===== config.mk =====
export PLATFORM = sky130hd
export DESIGN_NAME = event_buf_ctrl_flat
export DESIGN_NICKNAME = d
export VERILOG_FILES = /design/src/rtl/event_buf_ctrl_if.sv /design/src/rtl/event_buf_ctrl.sv /design/src/flat_wrapper.sv
export SDC_FILE = /design/constraint.sdc
export NUM_CORES = 1
export LEC_CHECK = 0
export CAP_MARGIN = 20
export CORE_ASPECT_RATIO = 1.75
export CORE_MARGIN = 2
export CORE_UTILIZATION = 30
export CTS_BUF_LIST = sky130_fd_sc_hd__clkbuf_16
export CTS_CLUSTER_SIZE = 40
export DETAILED_ROUTE_END_ITERATION = 8
export PLACE_DENSITY = 0.61
export SYNTH_ARGS = -nofsm -noshare
export SYNTH_HDL_FRONTEND = slang
export SYNTH_SLANG_ARGS = --single-unit

===== constraint.sdc =====
create_clock -name adc_clk -period 2.2 [get_ports adc_clk]
set_clock_uncertainty 0.1 [all_clocks]
set_input_delay 0.33 -clock adc_clk [delete_from_list [all_inputs] [get_ports adc_clk]]
set_output_delay 0.33 -clock adc_clk [all_outputs]
set_load 0.05 [all_outputs]

===== src/rtl/event_buf_ctrl_if.sv =====
// Buffer-side bus of the event buffer controller: trigger/L1 inputs,
// downstream backpressure, buffer write/read ports and the output word strobes.
interface event_buf_ctrl_if #(
  parameter int AW = 6
);
  logic          trig_l0;
  logic          l1_accept;
  logic          l1_reject;
  logic          rd_ready;
  logic          mem_wr_en;
  logic [AW-1:0] mem_wr_addr;
  logic          mem_rd_en;
  logic [AW-1:0] mem_rd_addr;
  logic          rd_valid;
  logic          rd_last;

  modport master (
    input  trig_l0, l1_accept, l1_reject, rd_ready,
    output mem_wr_en, mem_wr_addr, mem_rd_en, mem_rd_addr, rd_valid, rd_last
  );

  modport slave (
    output trig_l0, l1_accept, l1_reject, rd_ready,
    input  mem_wr_en, mem_wr_addr, mem_rd_en, mem_rd_addr, rd_valid, rd_last
  );
endinterface


===== src/rtl/event_buf_ctrl.sv =====
// Event buffer controller: L0 capture, L1 decision, backpressured readout.
// Optional WAIT_L1 timeout enabled by defining EVENT_BUF_CTRL_L1_TIMEOUT_EN.
module event_buf_ctrl #(
  parameter int DEPTH      = 64,
  parameter int AW         = 6,
  parameter int RD_LAT     = 2,
  parameter int L1_TIMEOUT = 1000,
  parameter int CNT_W      = 16
) (
  input  logic               adc_clk,
  input  logic               rst,
  event_buf_ctrl_if.master   bus,
  output logic               busy,
  output logic               evt_dropped,
  output logic               l1_timeout,
  output logic [CNT_W-1:0]   evt_count,
  output logic [CNT_W-1:0]   drop_count
);

  localparam logic [AW-1:0] LAST_ADDR = AW'(DEPTH - 1);

  typedef enum logic [2:0] {
    IDLE,
    CAPTURE,
    WAIT_L1,
    READOUT,
    DRAIN
  } state_t;

  state_t              state;
  logic                wr_en;
  logic [AW-1:0]       wr_addr;
  logic [AW-1:0]       rd_addr;
  logic                l1_seen;
  logic                l1_acc;
  logic [RD_LAT-1:0]   valid_pipe;
  logic [RD_LAT-1:0]   last_pipe;
  logic                rd_fire;
  logic                rd_fire_last;
  logic                dec_acc;
  logic                dec_rej;
  logic                l1_pulse;

  assign rd_fire      = (state == READOUT) && bus.rd_ready;
  assign rd_fire_last = rd_fire && (rd_addr == LAST_ADDR);
  assign l1_pulse     = bus.l1_accept || bus.l1_reject;

  // A latched decision always wins over a pulse arriving in WAIT_L1; reject beats accept.
  assign dec_rej = l1_seen ? !l1_acc : bus.l1_reject;
  assign dec_acc = l1_seen ? l1_acc  : (bus.l1_accept && !bus.l1_reject);

  assign bus.mem_wr_en   = wr_en;
  assign bus.mem_wr_addr = wr_addr;
  assign bus.mem_rd_en   = rd_fire;
  assign bus.mem_rd_addr = rd_addr;
  assign bus.rd_valid    = valid_pipe[RD_LAT-1];
  assign bus.rd_last     = last_pipe[RD_LAT-1];

  always_ff @(posedge adc_clk) begin
    if (rst) begin
      valid_pipe <= '0;
      last_pipe  <= '0;
    end else begin
      valid_pipe[0] <= rd_fire;
      last_pipe[0]  <= rd_fire_last;
      for (int i = 1; i < RD_LAT; i++) begin
        valid_pipe[i] <= valid_pipe[i-1];
        last_pipe[i]  <= last_pipe[i-1];
      end
    end
  end

`ifdef EVENT_BUF_CTRL_L1_TIMEOUT_EN
  localparam int TW = $clog2(L1_TIMEOUT + 1);
  logic [TW-1:0] tmo_cnt;
`else
  assign l1_timeout = 1'b0;
`endif

  always_ff @(posedge adc_clk) begin
    if (rst) begin
      state       <= IDLE;
      wr_en       <= 1'b0;
      wr_addr     <= '0;
      rd_addr     <= '0;
      l1_seen     <= 1'b0;
      l1_acc      <= 1'b0;
      busy        <= 1'b0;
      evt_dropped <= 1'b0;
      evt_count   <= '0;
      drop_count  <= '0;
`ifdef EVENT_BUF_CTRL_L1_TIMEOUT_EN
      tmo_cnt     <= '0;
      l1_timeout  <= 1'b0;
`endif
    end else begin
      evt_dropped <= 1'b0;
`ifdef EVENT_BUF_CTRL_L1_TIMEOUT_EN
      l1_timeout  <= 1'b0;
`endif
      if (bus.trig_l0 && (state != IDLE)) begin
        evt_dropped <= 1'b1;
        drop_count  <= drop_count + CNT_W'(1);
      end

      case (state)
        IDLE: begin
          if (bus.trig_l0) begin
            state   <= CAPTURE;
            wr_en   <= 1'b1;
            wr_addr <= '0;
            l1_seen <= 1'b0;
            l1_acc  <= 1'b0;
            busy    <= 1'b1;
`ifdef EVENT_BUF_CTRL_L1_TIMEOUT_EN
            tmo_cnt <= '0;
`endif
          end
        end

        CAPTURE: begin
          wr_addr <= wr_addr + AW'(1);
          if (!l1_seen && l1_pulse) begin
            l1_seen <= 1'b1;
            l1_acc  <= !bus.l1_reject;
          end
          if (wr_addr == LAST_ADDR) begin
            state   <= WAIT_L1;
            wr_en   <= 1'b0;
            wr_addr <= '0;
          end
        end

        WAIT_L1: begin
          if (dec_rej) begin
            state <= IDLE;
            busy  <= 1'b0;
          end else if (dec_acc) begin
            state   <= READOUT;
            rd_addr <= '0;
          end
`ifdef EVENT_BUF_CTRL_L1_TIMEOUT_EN
          else if (tmo_cnt == TW'(L1_TIMEOUT - 1)) begin
            state      <= IDLE;
            busy       <= 1'b0;
            l1_timeout <= 1'b1;
            tmo_cnt    <= '0;
          end else begin
            tmo_cnt <= tmo_cnt + TW'(1);
          end
`endif
        end

        READOUT: begin
          if (rd_fire) begin
            rd_addr <= rd_addr + AW'(1);
          end
          if (rd_fire_last) begin
            state   <= DRAIN;
            rd_addr <= '0;
          end
        end

        // Wait for the final word to emerge from the buffer read pipeline.
        DRAIN: begin
          if (bus.rd_last) begin
            state     <= IDLE;
            busy      <= 1'b0;
            evt_count <= evt_count + CNT_W'(1);
          end
        end

        default: begin
          state <= IDLE;
          busy  <= 1'b0;
          wr_en <= 1'b0;
        end
      endcase
    end
  end

endmodule


===== src/flat_wrapper.sv =====
// flat-port wrapper written by rule: the top's interface ports become plain ports
module event_buf_ctrl_flat 
#(
  parameter int DEPTH      = 64,
  parameter int AW         = 6,
  parameter int RD_LAT     = 2,
  parameter int L1_TIMEOUT = 1000,
  parameter int CNT_W      = 16
)
  (adc_clk, rst, busy, evt_dropped, l1_timeout, evt_count, drop_count, bus_trig_l0, bus_l1_accept, bus_l1_reject, bus_rd_ready, bus_mem_wr_en, bus_mem_wr_addr, bus_mem_rd_en, bus_mem_rd_addr, bus_rd_valid, bus_rd_last);
  event_buf_ctrl_if #(.AW(AW)) bus_i ();
  input  logic adc_clk;
  input  logic rst;
  output logic busy;
  output logic evt_dropped;
  output logic l1_timeout;
  output logic [CNT_W-1:0] evt_count;
  output logic [CNT_W-1:0] drop_count;
  input wire logic [$bits(bus_i.trig_l0)-1:0] bus_trig_l0;
  input wire logic [$bits(bus_i.l1_accept)-1:0] bus_l1_accept;
  input wire logic [$bits(bus_i.l1_reject)-1:0] bus_l1_reject;
  input wire logic [$bits(bus_i.rd_ready)-1:0] bus_rd_ready;
  output wire logic [$bits(bus_i.mem_wr_en)-1:0] bus_mem_wr_en;
  output wire logic [$bits(bus_i.mem_wr_addr)-1:0] bus_mem_wr_addr;
  output wire logic [$bits(bus_i.mem_rd_en)-1:0] bus_mem_rd_en;
  output wire logic [$bits(bus_i.mem_rd_addr)-1:0] bus_mem_rd_addr;
  output wire logic [$bits(bus_i.rd_valid)-1:0] bus_rd_valid;
  output wire logic [$bits(bus_i.rd_last)-1:0] bus_rd_last;
  assign bus_i.trig_l0 = bus_trig_l0;
  assign bus_i.l1_accept = bus_l1_accept;
  assign bus_i.l1_reject = bus_l1_reject;
  assign bus_i.rd_ready = bus_rd_ready;
  assign bus_mem_wr_en = bus_i.mem_wr_en;
  assign bus_mem_wr_addr = bus_i.mem_wr_addr;
  assign bus_mem_rd_en = bus_i.mem_rd_en;
  assign bus_mem_rd_addr = bus_i.mem_rd_addr;
  assign bus_rd_valid = bus_i.rd_valid;
  assign bus_rd_last = bus_i.rd_last;
  event_buf_ctrl #(.DEPTH(DEPTH), .AW(AW), .RD_LAT(RD_LAT), .L1_TIMEOUT(L1_TIMEOUT), .CNT_W(CNT_W)) u_core (.adc_clk(adc_clk), .rst(rst), .bus(bus_i), .busy(busy), .evt_dropped(evt_dropped), .l1_timeout(l1_timeout), .evt_count(evt_count), .drop_count(drop_count));
endmodule

==> flow_metrics.py, run 1 <==
metrics = {
    "synthesis": {
        "synth_ff_type": "dfxtp_1",
        "synth_simple_gate_area_share_pct": 28.0,
        "ys_ff_latch": 56,
        "synth_top_family_by_area": "simple AND/OR/NAND/NOR gates",
        "synth-seq-area-share_pct": 42.3,
        "synth-edff-count": 0,
        "synth_fa_ha_area_share_pct": 1.89,
        "async_flop_share_pct": 0,
        "yosysTopAreaCell": "dfxtp_1",
        "synth_xor_area_share_pct": 7.27,
        "synth_top_area_share_pct": 42.3,
        "syn-num-nets": 321,
        "syn_area_mm2": 0.00265,
        "synthMuxAreaShare_pct": 2.74,
        "synth_area_per_cell_um2": 8.52,
        "synthCells": 311,
        "yosys_warnings": 0,
        "ys_types": 49,
        "synth_area_leaders": "dfxtp_1 42%, xnor2_1 5.6%, nor2_1 5.5%",
        "synth_compound_area_share_pct": 13.0,
    },
    "power_and_ir_drop": {
        "p_seq_share_pct": 46.4,
        "clockPowerShare_pct": 38.7,
        "switching_share_pct": 26.4,
        "p_int_mw": 1.70,
        "p_per_area_mw_per_mm2": 647,
        "ir_drop_mv": 0.473,
        "p_sw_uw": 610,
        "cellLeakagePower_nw": 1.19,
        "p_comb_share_pct": 14.9,
    },
    "global_routing": {
        "grt_overflow": 0,
        "antenna_found_initial": 0,
        "first_global_vias": 2288,
        "met1_usage_pct": 16.6,
        "grt_pass1_wl_um": 10900,
        "met3_usage_pct": 2.74,
        "grt.total_usage_pct": 14.6,
        "use_met2_pct": 25.5,
        "grt_start_max_net_pins": 25,
        "grt-busiest-layer": "met2",
    },
    "clocking": {
        "cts_tree": "yes",
        "clk_root_buffer_cell": "clkbuf_16",
        "cts_hold_buffers": 0,
        "clock_latency_ns": 0.30,
        "cts_max_level": 2,
        "clkTransAtPathRegs_ns": 0.07,
        "cts.sinks": 56,
        "clock_path_buffers": 2,
        "cts_setup_buffers": 0,
        "cts-resized-gates": 0,
        "numCtsBuffers": 5,
    },
    "outcome": {
        "status": "finished clean",
    },
    "placed_design": {
        "gp_congestion": 0.822,
        "placed_cells": 484,
        "port_buffers": 55,
        "hpwl_um": 4900,
    },
    "worst_setup_path": {
        "start_kind": "register",
        "r2r_setup_slack_ns": 0.09,
        "crit_type": "register to register",
        "crit-reg2reg-launch": "u_core.state[0]",
        "required_ns": 2.33,
        "r2r_end": "u_core.bus.mem_rd_addr[5]",
        "setup.worst_path.end_class": "register",
        "cp_data_arrival_time_ns": 2.24,
        "rr_worst_depth": 4,
        "worst-path-max-fanout": 12,
    },
    "min_path": {
        "min_path_type": "register to register",
        "worstHoldStart": "u_core.last_pipe[0]",
        "worstHoldPathCells": 1,
        "worstHoldEndpoint": "u_core.last_pipe[1]",
    },
    "timing": {
        "setup_viol": 0,
        "hold_violations": 0,
        "worst_slew_pin_slew_ns": 0.556,
        "finalCritPeriodShare_pct": 95.9,
        "drv_slew": 0,
        "post-route-min-period_ns": 2.11,
        "relSlewSlack_pct": 62.8,
        "fmax_mhz": 474,
    },
    "route": {
        "drt-initial-drc-count": 105,
        "vias": 2444,
        "drt-total-wl_um": 6580,
        "drcViolationCount": 0,
        "dr.pass1.iters": 4,
        "viasPerCell": 4.97,
        "drtAntennaViolNets": 0,
        "wl_per_cell_um": 13.4,
    },
    "floorplanning": {
        "coreArea_mm2": 0.00861,
        "die_width_um": 75.0,
        "die_y_um": 128,
        "fp.dieArea_mm2": 0.00963,
        "rows": 45,
        "start_util_pct": 30.8,
        "io_pins": 57,
    },
    "cells_and_area": {
        "instances_no_fill": 492,
        "drive_above_1_share_pct": 10.9,
        "layout_common_cells": "55 x dfxtp_1, 53 x clkdlybuf4s50_1, 39 x nor2_1",
        "nets": 384,
        "num_antenna_cells": 0,
        "fin_util_pct": 41.5,
        "layout_commonest_cell": "dfxtp_1",
        "syn_to_final_growth_pct": 35.0,
    },
    "job": {
        "maxCapViolations": 0,
    },
}
-- power by group through the flow --
stage	Sequential [mW]	Combinational [mW]	Clock, mW
6_report	1.07	0.344	0.896
3_3_place_gp	1.10	0.334	0
2_1_floorplan	1.15	0.176	0
3_5_place_dp	1.10	0.340	0
5_1_grt	1.08	0.376	0.963
4_1_cts	1.07	0.341	0.929
-- cells in the mapped netlist (2+ instances only) --
cell type  number
nor3b_1         4
buf_2           4
and3_1          3
nand2_1        15
or2_2           2
o21a_1          2
a41oi_1         2
nor4b_1         3
o21ba_2         2
dfxtp_1        56
nor2_1         39
nand2b_1        2
mux2i_1         5
a31o_2          2
ha_1            4
nor2b_1         4
or4_1           3
a31oi_1         2
nor4_1          9
a21oi_1        21
nor3_1         10
clkbuf_1        9
nand3_1        17
or3_1           8
nand3b_1        3
and4_1          2
o21ai_0        14
xnor2_1        17
nand4_1         8
or3_4           2
xor2_1          5
mux2_2          2
o31ai_1         2
inv_1          13
-- layer usage --
layer,share of wire (%),up-vias
li1,-,1231
met1,41,1149
met2,53,51
met3,3.2,13
met4,2.9,0
met5,0,-
-- logic make-up (layout without fill, tap and decap cells) --
| logic type | Yosys count | in the layout |
|---|---|---|
| xor gates and xnor gates | 22 | 22 |
| AOI/OAI and AO/OA | 55 | 55 |
| and+or+nand+nor | 138 | 138 |
| buffers and inverters | 28 | 92 |
| DFF | 56 | 56 |
| other | 1 | 1 |
| adders and majority gates | 4 | 4 |
| muxes | 7 | 7 |
-- area by class of cell --
cell class	count	area (µm²)
timing repair buffer	71	676
tap	117	146
sequential	56	1120
fill	890	5040
clock inverter	3	37.5
multi-input combinational	227	1420
clock buffer	5	125
inverter	13	48.8
-- worst max-delay path: stages, from the launching register on --
cell and delay [ns]:
dfxtp_1 0.43, nor3b_1 0.53, a41oi_2 0.30, or4_1 0.52, a21oi_1 0.15
-- flip-flops by register name (all words and copies together), names as in the netlist, 2 cells and up --
| register | count |
|---|---|
| u_core.bus.mem_rd_addr | 6 |
| u_core.bus.mem_wr_addr | 6 |
| u_core.drop_count | 16 |
| u_core.evt_count | 16 |
| u_core.last_pipe | 2 |
| u_core.state | 3 |
| u_core.valid_pipe | 2 |
-- worst max path at each step --
stage	slack, ns	startpoint	endpoint	cells past startpoint
finish	0.09	u_core.state[0]	u_core.bus.mem_rd_addr[5]	4
global route	-0.02	u_core.state[0]	u_core.bus.mem_rd_addr[5]	4
CTS	0.11	u_core.state[2]	u_core.bus.mem_rd_addr[5]	4
detailed placement	0.03	bus_trig_l0	u_core.l1_acc	5
global placement	0.06	bus_trig_l0	u_core.l1_acc	5
floorplan	0.01	u_core.last_pipe[1]	u_core.evt_count[15]	5
-- through the flow --
stage	setup WS [ns]	area (µm²)	TNS (ns)	power, mW	hold WS (ns)
finish	0.0902	3580	0	2.31	0.338
global route	-0.0231	3580	-0.0231	2.42	0.365
CTS	0.111	3560	0	2.34	0.345
detailed placement	0.0285	3400	0	1.44	0.328
global placement	0.0638	3400	0	1.43	0.329
floorplan	0.0106	2650	0	1.32	0.314
(Power assumes the default switching activity.)
==> inputs of run 2 (changes only) <==
- CORE_ASPECT_RATIO: 1.75 -> default
- CORE_MARGIN: 2 -> default
==> flow_metrics.py, run 2 (synthesized netlist as in run 1, its figures left out) <==
metrics = {
    "timing": {
        "relSlewSlack_pct": 62.3,
        "finalCritPeriodShare_pct": 94.7,
        "fin_ws_ns": 0.117,
        "whs_ns": 0.343,
        "worst_slew_pin_slew_ns": 0.558,
        "fmax_mhz": 480,
        "post-route-min-period_ns": 2.08,
        "hold_violations": 0,
        "rsz0062_at_grt": "false",
        "setup_viol": 0,
        "drv_slew": 0,
    },
    "cells_and_area": {
        "num_antenna_cells": 0,
        "layout_common_cells": "56 x dfxtp_1, 53 x clkdlybuf4s50_1, 39 x nor2_1",
        "syn_to_final_growth_pct": 33.8,
        "fill_cells": 867,
        "reg_top3": "u_core.drop_count x16, u_core.evt_count x16",
        "nets": 387,
        "layout_commonest_cell": "dfxtp_1",
        "drive_above_1_share_pct": 11.1,
    },
    "worst_setup_path": {
        "setup.worst_path.end_class": "primary output",
        "crit_path_top_delay_cell": "clkdlybuf4s50_1",
        "path_cells": "buf_4 -> clkdlybuf4s50_1",
        "crit_type": "register to primary output",
        "r2r_setup_slack_ns": 0.24,
        "cp_data_arrival_time_ns": 1.65,
        "crit-reg2reg-launch": "u_core.state[2]",
        "r2r_end": "u_core.bus.mem_wr_addr[3]",
        "rr_worst_depth": 5,
        "start_kind": "register",
        "worst-path-max-fanout": 5,
        "required_ns": 1.77,
        "slowest_delay_ns": 0.80,
    },
    "clocking": {
        "clk_root_buffer_cell": "clkbuf_16",
        "cts_setup_buffers": 0,
        "clock_path_buffers": 2,
        "clock_latency_ns": 0.29,
        "numCtsBuffers": 5,
        "cts_tree": "yes",
        "cts-resized-gates": 0,
        "cts_max_level": 2,
        "cts_hold_buffers": 0,
        "clkTransAtPathRegs_ns": 0.07,
        "cts.sinks": 56,
    },
    "floorplanning": {
        "start_util_pct": 31.6,
        "fp.dieArea_mm2": 0.00921,
        "coreArea_mm2": 0.00838,
        "die_y_um": 96.0,
        "io_pins": 57,
        "die_width_um": 96.0,
        "rows": 33,
    },
    "placed_design": {
        "hpwl_um": 4580,
        "port_buffers": 55,
        "place_ws_ns": -0.0580,
        "gp_congestion": 0.794,
    },
    "route": {
        "wl_per_cell_um": 12.9,
        "vias": 2460,
        "drt-total-wl_um": 6240,
        "drcViolationCount": 0,
        "dr.pass1.iters": 4,
        "viasPerCell": 5.09,
        "drt-initial-drc-count": 98,
        "drtAntennaViolNets": 0,
    },
    "global_routing": {
        "first_global_vias": 2292,
        "grt_pass1_wl_um": 10400,
        "grt.total_usage_pct": 14.2,
        "grt_overflow": 0,
        "grt_start_max_net_pins": 29,
        "antenna_found_initial": 0,
    },
    "min_path": {
        "min_path_type": "register to register",
        "worstHoldEndpoint": "u_core.last_pipe[1]",
        "worstHoldStart": "u_core.last_pipe[0]",
        "worstHoldPathCells": 1,
    },
    "power_and_ir_drop": {
        "ir_drop_mv": 0.431,
        "cellLeakagePower_nw": 1.19,
        "p_per_area_mw_per_mm2": 617,
    },
    "outcome": {
        "status": "finished clean",
    },
    "job": {
        "maxCapViolations": 0,
    },
}
-- run 2: cell type report --
cell class / count / area, µm² / area share (%)
multi-input cells: 227 / 1410 / 39.7
flip-flops and latches: 56 / 1120 / 31.6
repair buffers: 74 / 698 / 19.7
well taps: 105 / 131 / 3.71
clock buffers: 5 / 125 / 3.53
inverters: 13 / 48.8 / 1.38
clock inverters: 3 / 13.8 / 0.388
-- run 2: how the worst max path moves through the flow --
stage | start | end | slack, ns | cells after the start
floorplan | u_core.last_pipe[1] | u_core.evt_count[15] | 0.01 | 5
global placement | bus_trig_l0 | u_core.l1_acc | -0.04 | 5
detailed placement | bus_trig_l0 | u_core.l1_acc | -0.06 | 5
CTS | u_core.last_pipe[1] | bus_rd_last | 0.10 | 2
global route | u_core.state[1] | u_core.bus.mem_rd_addr[5] | 0.02 | 4
finish | u_core.last_pipe[1] | bus_rd_last | 0.12 | 2
-- run 2: layer usage --
metal	wire length, µm	part of all wire (%)	vias up	track usage (%)
met2	2850	46	51	23.4
met1	3040	49	1163	18.5
met4	92	1.5	0	5.35
li1	-	-	1238	-
met3	259	4.1	8	2.45
met5	0	0	-	0
-- run 2: where the power goes --
part           total (mW)  internal (mW)  switching (mW)
clock               0.766          0.415           0.351
combinational       0.347          0.140           0.207
sequential           1.08           1.04          0.0345
-- run 2: worst max-delay path, delay by kind of cell (launching register included) --
kind	cells	cell delay [ns]
flip-flops	1	0.41
buffers and inverters	2	0.96
-- run 2: stage by stage --
stage | TNS [ns] | power (mW) | util [%] | instance area, µm² | instances
2_1_floorplan | 0 | 1.32 | - | 2650 | 311
3_3_place_gp | -0.0355 | 1.44 | 40.6 | 3410 | 475
3_5_place_dp | -0.0633 | 1.44 | 40.6 | 3410 | 475
4_1_cts | 0 | 2.22 | 42.3 | 3550 | 483
5_1_grt | 0 | 2.28 | 42.3 | 3550 | 483
6_report | 0 | 2.19 | 42.3 | 3550 | 483
==> inputs of run 3 (changes only) <==
- CELL_PAD_IN_SITES_DETAIL_PLACEMENT: default -> 2
- CELL_PAD_IN_SITES_GLOBAL_PLACEMENT: default -> 2
- PLACE_DENSITY: 0.61 -> 0.89
==> flow_metrics.py, run 3 (synthesized netlist as in run 1, its figures left out) <==
metrics = {
    "outcome": {
        "status": "finished clean",
    },
    "worst_setup_path": {
        "path_buf_inv": 1,
        "path_cells": "clkdlybuf4s50_1",
        "crit_type": "register to primary output",
        "worst-path-max-fanout": 8,
        "required_ns": 1.77,
        "setup.worst_path.end_class": "primary output",
        "crit_path_top_delay_cell": "clkdlybuf4s50_1",
        "r2r_setup_slack_ns": 0.15,
        "crit-reg2reg-launch": "u_core.state[0]",
        "slowest_delay_ns": 0.86,
        "start_kind": "register",
        "crit_start": "u_core.last_pipe[1]",
        "cp_data_arrival_time_ns": 1.64,
        "cpLargestDelayFamily": "buffers and inverters",
    },
    "timing": {
        "fmax_mhz": 483,
        "finalCritPeriodShare_pct": 94.0,
        "drv_slew": 0,
        "fin_ws_ns": 0.131,
        "setup_viol": 0,
        "relSlewSlack_pct": 59.3,
        "whs_ns": 0.362,
        "worst_slew_pin_slew_ns": 0.611,
        "post-route-min-period_ns": 2.07,
        "hold_violations": 0,
        "rsz0062_at_grt": "false",
    },
    "placed_design": {
        "post_dp_cell_area_mm2": 0.00343,
        "place_ws_ns": -0.0576,
        "gp_congestion": 0.765,
        "hpwl_um": 6320,
        "port_buffers": 55,
    },
    "global_routing": {
        "grt_start_max_net_pins": 30,
        "grt.total_usage_pct": 19.0,
        "antenna_found_initial": 0,
        "first_global_vias": 2697,
        "grt_overflow": 0,
        "grt_pass1_wl_um": 13500,
    },
    "cells_and_area": {
        "syn_to_final_growth_pct": 34.6,
        "fin_area_mm2": 0.00357,
        "layout_commonest_cell": "dfxtp_1",
        "regArea_mm2": 0.00112,
        "fill_cells": 943,
        "num_antenna_cells": 0,
        "layout_common_cells": "56 x dfxtp_1, 53 x clkdlybuf4s50_1, 39 x nor2_1",
        "drive_above_1_share_pct": 11.8,
        "multi_input_area_mm2": 0.00141,
        "fin_util_pct": 42.6,
        "reg_top3": "u_core.drop_count x16, u_core.evt_count x16",
        "nets": 390,
    },
    "clocking": {
        "cts_max_level": 2,
        "clkTransAtPathRegs_ns": 0.07,
        "cts_hold_buffers": 0,
        "cts_tree": "yes",
        "clk_root_buffer_cell": "clkbuf_16",
        "clock_latency_ns": 0.29,
        "numCtsBuffers": 5,
        "clock_path_buffers": 2,
        "cts_setup_buffers": 0,
        "cts-resized-gates": 0,
        "cts.sinks": 56,
    },
    "route": {
        "vias": 2559,
        "viasPerCell": 5.28,
        "drt-total-wl_um": 8410,
        "wl_met1_um": 3780,
        "dr.pass1.iters": 4,
        "drtAntennaViolNets": 0,
        "wl_met2_um": 4330,
        "wl_per_cell_um": 17.3,
        "drt-initial-drc-count": 59,
        "dr.max_layer_used": "met4",
        "met3_length_um": 200,
        "drcViolationCount": 0,
    },
    "floorplanning": {
        "fp.dieArea_mm2": 0.00921,
        "die_y_um": 96.0,
        "start_util_pct": 31.6,
        "io_pins": 57,
        "coreArea_mm2": 0.00838,
        "rows": 33,
        "die_width_um": 96.0,
    },
    "power_and_ir_drop": {
        "ir_drop_mv": 0.298,
        "cellLeakagePower_nw": 1.20,
        "p_per_area_mw_per_mm2": 629,
    },
    "min_path": {
        "worstHoldStart": "u_core.last_pipe[0]",
        "min_path_type": "register to register",
    },
    "job": {
        "maxCapViolations": 0,
    },
}
## run 3: changes by cell type in the layout (fill, tap and decap cells not counted)
cell	before	now
clkinv_2	2	1
buf_4	19	22
clkinvlp_4	0	1
clkinv_1	1	0
## run 3: through the flow
step | setup TNS (ns) | instances | power (mW)
6_report | 0 | 485 | 2.24
5_1_grt | 0 | 485 | 2.33
4_1_cts | 0 | 485 | 2.26
3_5_place_dp | -0.0952 | 478 | 1.47
3_3_place_gp | 0 | 478 | 1.45
2_1_floorplan | 0 | 311 | 1.32
## run 3: worst paths after layout
check,to,cells past startpoint
setup / recovery,bus_rd_last,1
hold / removal,u_core.last_pipe[1],1
setup reg to reg,u_core.bus.mem_rd_addr[3],6
hold reg to reg,u_core.last_pipe[1],1
## run 3: cell type report
class	instances	area share, %
sequential	56	31.4
clock buffer	5	3.51
multi-input combinational	227	39.5
timing repair buffer	77	20.2
clock inverter	2	0.351
tap	105	3.68
inverter	13	1.37
## run 3: where the power goes
group          total (mW)  internal [mW]  leakage (nW)  switching (mW)
Sequential           1.08           1.04         0.453          0.0351
Clock               0.790          0.415        0.0657           0.375
Combinational       0.378          0.146         0.684           0.232
## run 3: metal layers
| layer | GRT usage [%] | vias up |
|---|---|---|
| li1 | - | 1237 |
| met1 | 22.8 | 1269 |
| met2 | 35.2 | 42 |
| met3 | 2.69 | 11 |
| met4 | 4.85 | 0 |
| met5 | 0 | - |
